==> src/rtl/ps2_rx_frontend.sv <==
// PS/2 receive front end: synchronises and filters the raw line pair, deserialises
// 11-bit frames into checked bytes and folds E0/F0 prefixes into a 16-bit keycode.
module ps2_rx_frontend #(
  parameter int FILTER_LEN     = 8,
  parameter int TIMEOUT_CYCLES = 20000
) (
  input  logic        clk,
  input  logic        rst_n,
  input  logic        PS2Data,
  input  logic        PS2Clk,
  output logic [7:0]  byte_data,
  output logic        byte_valid,
  output logic [15:0] keycode,
  output logic        keycode_valid,
  output logic        parity_err,
  output logic        frame_err
);

  localparam int FW = (FILTER_LEN > 1) ? $clog2(FILTER_LEN) : 1;
  localparam int TW = (TIMEOUT_CYCLES > 1) ? $clog2(TIMEOUT_CYCLES) : 1;
  localparam logic [FW-1:0] FLT_MAX = FW'(FILTER_LEN - 1);
  localparam logic [TW-1:0] TO_MAX  = TW'(TIMEOUT_CYCLES - 1);

  typedef enum logic [1:0] {IDLE, DATA, PARITY, STOP} state_t;

  logic          clk_s1_q, clk_s2_q, dat_s1_q, dat_s2_q;
  logic          filt_q, fall_q, bit_q;
  logic [FW-1:0] flt_cnt_q;
  logic          fall_d;

  state_t        state_q;
  logic [7:0]    shift_q, pend_q, byte_data_q;
  logic [2:0]    bit_cnt_q;
  logic          par_q;
  logic [TW-1:0] to_cnt_q;
  logic [15:0]   keycode_q;
  logic          byte_valid_q, keycode_valid_q, parity_err_q, frame_err_q;

  // The filtered clock drops this cycle: FILTER_LEN-th consecutive low sample.
  assign fall_d = filt_q & ~clk_s2_q & (flt_cnt_q == FLT_MAX);

  always_ff @(posedge clk or negedge rst_n) begin
    if (!rst_n) begin
      clk_s1_q  <= 1'b1;
      clk_s2_q  <= 1'b1;
      dat_s1_q  <= 1'b1;
      dat_s2_q  <= 1'b1;
      filt_q    <= 1'b1;
      flt_cnt_q <= '0;
      fall_q    <= 1'b0;
      bit_q     <= 1'b1;
    end else begin
      clk_s1_q <= PS2Clk;
      clk_s2_q <= clk_s1_q;
      dat_s1_q <= PS2Data;
      dat_s2_q <= dat_s1_q;
      fall_q   <= fall_d;
      bit_q    <= dat_s2_q;
      if (clk_s2_q != filt_q) begin
        if (flt_cnt_q == FLT_MAX) begin
          filt_q    <= clk_s2_q;
          flt_cnt_q <= '0;
        end else begin
          flt_cnt_q <= flt_cnt_q + FW'(1);
        end
      end else begin
        flt_cnt_q <= '0;
      end
    end
  end

  always_ff @(posedge clk or negedge rst_n) begin
    if (!rst_n) begin
      state_q         <= IDLE;
      shift_q         <= '0;
      bit_cnt_q       <= '0;
      par_q           <= 1'b0;
      pend_q          <= '0;
      to_cnt_q        <= '0;
      byte_data_q     <= '0;
      keycode_q       <= '0;
      byte_valid_q    <= 1'b0;
      keycode_valid_q <= 1'b0;
      parity_err_q    <= 1'b0;
      frame_err_q     <= 1'b0;
    end else begin
      byte_valid_q    <= 1'b0;
      keycode_valid_q <= 1'b0;
      parity_err_q    <= 1'b0;
      frame_err_q     <= 1'b0;

      if (fall_q)
        to_cnt_q <= '0;
      else if (state_q != IDLE && to_cnt_q != TO_MAX)
        to_cnt_q <= to_cnt_q + TW'(1);

      if (fall_q) begin
        case (state_q)
          IDLE: if (!bit_q) begin
            state_q   <= DATA;
            bit_cnt_q <= '0;
          end
          DATA: begin
            shift_q   <= {bit_q, shift_q[7:1]};
            bit_cnt_q <= bit_cnt_q + 3'd1;
            if (bit_cnt_q == 3'd7) state_q <= PARITY;
          end
          PARITY: begin
            par_q   <= bit_q;
            state_q <= STOP;
          end
          STOP: begin
            state_q <= IDLE;
            if (!bit_q) begin
              frame_err_q <= 1'b1;
            end else if (!(^shift_q ^ par_q)) begin
              parity_err_q <= 1'b1;
            end else begin
              byte_data_q  <= shift_q;
              byte_valid_q <= 1'b1;
              // Prefixes only arm the next keycode; a later prefix replaces an earlier one.
              if (shift_q == 8'hE0 || shift_q == 8'hF0) begin
                pend_q <= shift_q;
              end else begin
                keycode_q       <= {pend_q, shift_q};
                keycode_valid_q <= 1'b1;
                pend_q          <= '0;
              end
            end
          end
          default: state_q <= IDLE;
        endcase
      end else if (state_q != IDLE && to_cnt_q == TO_MAX) begin
        // Abandoned frame: drop the partial byte but keep any pending prefix.
        state_q     <= IDLE;
        shift_q     <= '0;
        bit_cnt_q   <= '0;
        frame_err_q <= 1'b1;
      end
    end
  end

  assign byte_data     = byte_data_q;
  assign byte_valid    = byte_valid_q;
  assign keycode       = keycode_q;
  assign keycode_valid = keycode_valid_q;
  assign parity_err    = parity_err_q;
  assign frame_err     = frame_err_q;

endmodule

==> config.mk <==
export PLATFORM = sky130hd
export DESIGN_NAME = ps2_rx_frontend
export DESIGN_NICKNAME = d
export VERILOG_FILES = /design/src/rtl/ps2_rx_frontend.sv
export SDC_FILE = /design/constraint.sdc
export NUM_CORES = 1
export LEC_CHECK = 0
export ABC_AREA = 1
export CAP_MARGIN = 20
export CORE_MARGIN = 2
export CORE_UTILIZATION = 45
export CTS_BUF_LIST = sky130_fd_sc_hd__clkbuf_8
export DETAILED_ROUTE_END_ITERATION = 10
export SLEW_MARGIN = 20
export SYNTH_ARGS = -nofsm -noshare
export SYNTH_HDL_FRONTEND = slang
export SYNTH_SLANG_ARGS = --single-unit
==> constraint.sdc <==
create_clock -name clk -period 5.2 [get_ports clk]
set_input_delay 1.04 -clock clk [delete_from_list [all_inputs] [get_ports clk]]
set_output_delay 1.04 -clock clk [all_outputs]
set_load 0.02 [all_outputs]
Word-level counts from Yosys, hierarchy flattened
Cells that the tools add are included.
Widths: inputs -> output; s select.
{"block": "op_classes", "mul": 0, "n_reduce_logical": 15, "n_div": 0, "n_shift": 0, "order_cmp": 0, "n_eq_ne": 14, "bitwise_logic": 5, "addsub": 3, "muxes": 34}
{"operator": "$mux 8", "count": 4}
{"operator": "$mux 15", "count": 2}
{"operator": "$mux 1", "count": 17}
{"operator": "$eq 8x8->1 const B", "count": 2}
{"operator": "$add 15x1->15 const B", "count": 1}
{"operator": "$eq 15x15->1 const B", "count": 1}
{"operator": "$mux 3", "count": 5}
{"operator": "$ne 15x15->1 const B", "count": 1}
{"operator": "$mux 2", "count": 4}
{"operator": "$pmux 2 s4", "count": 1}
{"operator": "$reduce_xor 8->1", "count": 1}
{"operator": "$add 3x1->3 const B", "count": 2}
{"operator": "$eq 3x3->1 const B", "count": 2}
{"operator": "$ne 3x3->1 const B", "count": 2}
{"operator": "$pmux 3 s2", "count": 1}
{"operator": "$reduce_and 2->1", "count": 3}
{"operator": "$reduce_and 3->1", "count": 2}
{"operator": "$reduce_bool 2->1", "count": 3}
{"operator": "$reduce_and 5->1", "count": 1}
{"operator": "$eq 2x2->1 const B", "count": 2}
{"operator": "$reduce_and 4->1", "count": 1}
{"operator": "$ne 3x1->1 const B", "count": 1}
{"operator": "$and 1x1->1", "count": 2}
{"operator": "$eq 2x1->1 const B", "count": 1}
{"operator": "7 further kinds", "count": 9}
{"block": "totals", "reg_bits": 75, "ram_bits": 0, "elab_cells": 91, "in_bits": 4, "rom_bits": 0, "latch_bits": 0, "mem_count": 0, "out_inout_bits": 28}

Longest topological paths before layout
{"block": "depth", "depth_word": 7, "ltp_mapped": 13, "ltp_nobuf": 12}

Least setup slack after synthesis
OpenSTA, ideal clock, no wires.
{"block": "synth_path", "path_type": "flip-flop to flip-flop", "startpoint": "reg shift_q[4]", "endpoint": "reg keycode_q[10], in the netlist keycode[10]", "synth_period_minus_slack_ns": 1.656, "arrival_ns": 1.591, "stages_incl_launch_ff": 13, "t_required_ns": 5.135, "n_path_buf": 1, "setup_time_ns": 0.065, "setup_slack_ns": 3.544, "path_cell_list": "dfrtp_1 > inv_1 > ha_1 > inv_1 > nand2_2 > nand3_1 > nand2_1 > nand2_4 > nand3_4 > nor2_8 > buf_8 > nand2_1 > nand2_1"}
{"block": "synth_between", "elab_chain_len": 4, "elab_cells_between_ends": 7, "cone_classes": "2 x eq/ne; 2 x bitwise; 3 x reduce/logical"}
{"item": "start, declared", "line": "32", "rtl": "logic [7:0] shift_q, pend_q, byte_data_q;"}
{"item": "start signal, assigned", "line": "104", "rtl": "shift_q <= {bit_q, shift_q[7:1]};"}
{"item": "$eq 8x8->1", "line": "122", "rtl": "if (shift_q == 8'hE0 || shift_q == 8'hF0) begin"}
{"item": "$logic_or 1x1->1", "line": "122"}
{"item": "$not 1->1 (no line)"}
{"item": "$reduce_and 5->1 (no line) *"}
{"item": "end signal, assigned", "line": "125", "rtl": "keycode_q <= {pend_q, shift_q};"}
{"item": "end, declared", "line": "36", "rtl": "logic [15:0] keycode_q;"}
Every way passes the cells marked *; elsewhere a longest branch is shown, timed or not.
A chain may end at the register's enable or synchronous reset.

Final worst setup path
{"block": "layout_path", "startpoint": "reg byte_data_q[0], in the netlist byte_data[0]", "endpoint": "out byte_data[0]"}
{"item": "start, declared", "line": "32"}
{"item": "start signal, assigned", "line": "119", "rtl": "byte_data_q <= shift_q;"}
{"item": "end, declared", "line": "11", "rtl": "output logic [7:0] byte_data,"}
No word-level cell between the ends.

==> flow_summary.ini <==
[final_layout]
layout-drive-gt1-share = 0.104
areaGrowthSynthToFinish_pct = 16.9
regArea_sq_um = 1880
final_cells = 556
final_cell_mix = nand2_1, dfrtp_1, clkdlybuf4s50_1
final_common_cell = nand2_1
multi_input_area_sq_um = 1530
diodes = 0
fill_cells = 734
nNetsFinal = 468
post-route-util = 0.547

[pwr]
power_frac_seq = 0.490
p_comb_frac = 0.033
net-switching-power_mw = 0.255
clkPwrFrac = 0.476
p_int_mw = 0.984
vdd_drop_max_uv = 207
switching_share = 0.206
leakagePower_nw = 2.17
powerDensity_nw_per_um2 = 290

[routing]
viasPerCell = 4.78
remaining_drc_errors = 0
vias = 2659
wire_per_inst_um = 12.4
drtPass1Iterations = 5
wirelength_um = 6900
drtIter0Drc = 74
ant_nets = 0

[worst_setup_path]
cp-end-kind = primary output
slowest_stage = clkdlybuf4s50_1
cp_max_fo = 2
r2r-start = shift_q[4]
crit_family = buffers and inverters
crit_required_ps = 4160
regToRegSetupSlack_ps = 3070
critPathLaunchType = flop
critPathKind = reg2out
reg2reg_depth = 11
slowest_delay_ps = 610
cp_cell_sequence = clkdlybuf4s50_1
r2r_end = keycode[1]
worst-path-buf-inv = 1
worstPathArrival_ps = 1330

[timing]
finalMaxSlewViolations = 0
rsz0062_at_grt = false
tns_ps = 0
post-route-period-util = 0.455
finClkSkew_ps = 11.2
maxSlewHeadroom = 0.377
hold_viol = 0
holdWs_ps = 357
setup_viol = 0
setup_ws_ps = 2830
timing.fmax_ghz = 0.422
tightest_slew_ps = 935
min_period_ps = 2370

[cts]
root_buffer = clkbuf_8
numClockSinks = 75
hold_buffers = 0
cts_buffer_depth = 2
postCtsSetupBuffers = 0
ctsResizeCount = 0
clkLatencyLatePin_ps = 340
clkTransAtPathRegs_ps = 80
cts_inserted_buffers = 9
cts_tree = built
cts_htree_levels = 3

[logic_synthesis]
synth_fa_ha_area_frac = 0.0514
avgSynthCellArea_sq_um = 8.78
synth-async-reset-ratio = 1.00
syn-num-nets = 435
synth_mux_area_frac = 0
syn_inst = 416
synthDistinctLibCells = 39
yosys_warnings = 0
synthTopCellsByArea = dfrtp_1, nand2_1, ha_1, dfstp_2, inv_1
ys_seq_area_frac = 0.516
synth_top_area_frac = 0.473
yosys.area.top_type = dfrtp_1
synth-seq-cells = 75
synth_top_family_by_area = simple AND/OR/NAND/NOR gates
synthSimpleGateAreaFrac = 0.316
synth_compound_area_frac = 0.0397
synthFlopType = dfrtp_1
yosys.area_share.xor_xnor = 0.0120
synth_area_sq_um = 3650
synth_enable_flop_cells = 0

[grt]
grt_overflow = 0
antenna_found_initial = 0
grt_pass1_vias = 2525
grt_first_pass_wirelength_um = 11900
grt_max_degree = 76
grt_usage = 0.173

[placement]
dp.cells = 540
dp_hpwl_um = 4730
place_ws_ps = 3060
io_buffers = 31
finalWeightedCongestion = 0.861

[run]
cap_violations = 0

[floorplan]
core_sq_um = 7810
die_w_um = 94.1
row_count = 32
die_area_sq_um = 8850
die_h_um = 94.1
io_pins = 32
initial_core_util = 0.468

[worst_hold_path]
whs_path_depth = 0
worstHoldStart = dat_s1_q
worst_hold_path_type = reg2reg
min_to = dat_s2_q

[run_status]
outcome = finished clean
==> synth_stat cells, types with 2 or more instances <==
cell type and n:
or2_1 2, xor2_1 5, inv_1 27, nand3_1 15, nand3b_1 3, buf_4 3, nor2_1 25, nand3_2 2
inv_2 5, a21oi_1 2, ha_1 15, o21bai_1 3, nand4_1 14, o21ai_0 15, dfrtp_1 69, nand2_4 3
nand2_2 7, nand2_1 173, dfstp_2 6, buf_6 2, nor2_8 2
==> stage by stage <==
step	cell area (sq um)	power (mW)
floorplan	3650	0.641
global placement	4010	0.659
detailed placement	4010	0.661
CTS	4270	1.25
global route	4270	1.29
finish	4270	1.24
==> registers in the layout, summed over array words and instances (netlist names) <==
register	cells
clk_s2_q	1
dat_s1_q	1
par_q	1
parity_err	1
flt_cnt_q	3
pend_q	8
fall_q	1
byte_data	8
keycode_valid	1
bit_cnt_q	3
to_cnt_q	15
filt_q	1
shift_q	8
keycode	16
bit_q	1
dat_s2_q	1
byte_valid	1
clk_s1_q	1
state_q	2
frame_err	1
==> power by group through the flow <==
stage | Combinational [mW] | Clock [mW] | Sequential [mW]
2_1_floorplan | 0.0239 | 0 | 0.617
3_3_place_gp | 0.0406 | 0 | 0.618
3_5_place_dp | 0.0426 | 0 | 0.619
4_1_cts | 0.0431 | 0.603 | 0.607
5_1_grt | 0.0515 | 0.628 | 0.609
6_report | 0.0414 | 0.590 | 0.608
==> logic make-up after synthesis <==
family / count (synthesis)
xor+xnor: 5
compound gates: 25
flops: 75
fa+ha+maj: 15
buf+inv: 43
simple gates: 253
==> cell type report <==
| type | instances | area share |
|---|---|---|
| clock buffer | 9 | 0.0290 |
| clock inverter | 7 | 0.0331 |
| inverter | 34 | 0.0360 |
| multi-input combinational | 298 | 0.359 |
| sequential | 75 | 0.441 |
| tap | 102 | 0.0299 |
| timing repair buffer | 31 | 0.0721 |
==> how the worst max path moves through the flow <==
stage	from	to	slack, ps	depth (start not counted)
final	byte_data[0]	byte_data[0]	2830	1
after global routing	byte_data[0]	byte_data[0]	2780	1
after CTS	byte_data[0]	byte_data[0]	2800	1
after detailed placement	shift_q[4]	keycode[14]	3060	11
after global placement	shift_q[4]	keycode[4]	3070	11
after floorplan	shift_q[4]	keycode[10]	3540	12
==> layer usage <==
layer / vias to the layer above / track usage / share of wire
met5: - / 0 / 0
met4: 0 / 0.0664 / 0.014
met3: 9 / 0.0385 / 0.024
met2: 43 / 0.275 / 0.46
met1: 1221 / 0.229 / 0.50
li1: 1386 / - / -
No activity file was read; power rests on OpenSTA's default activity.
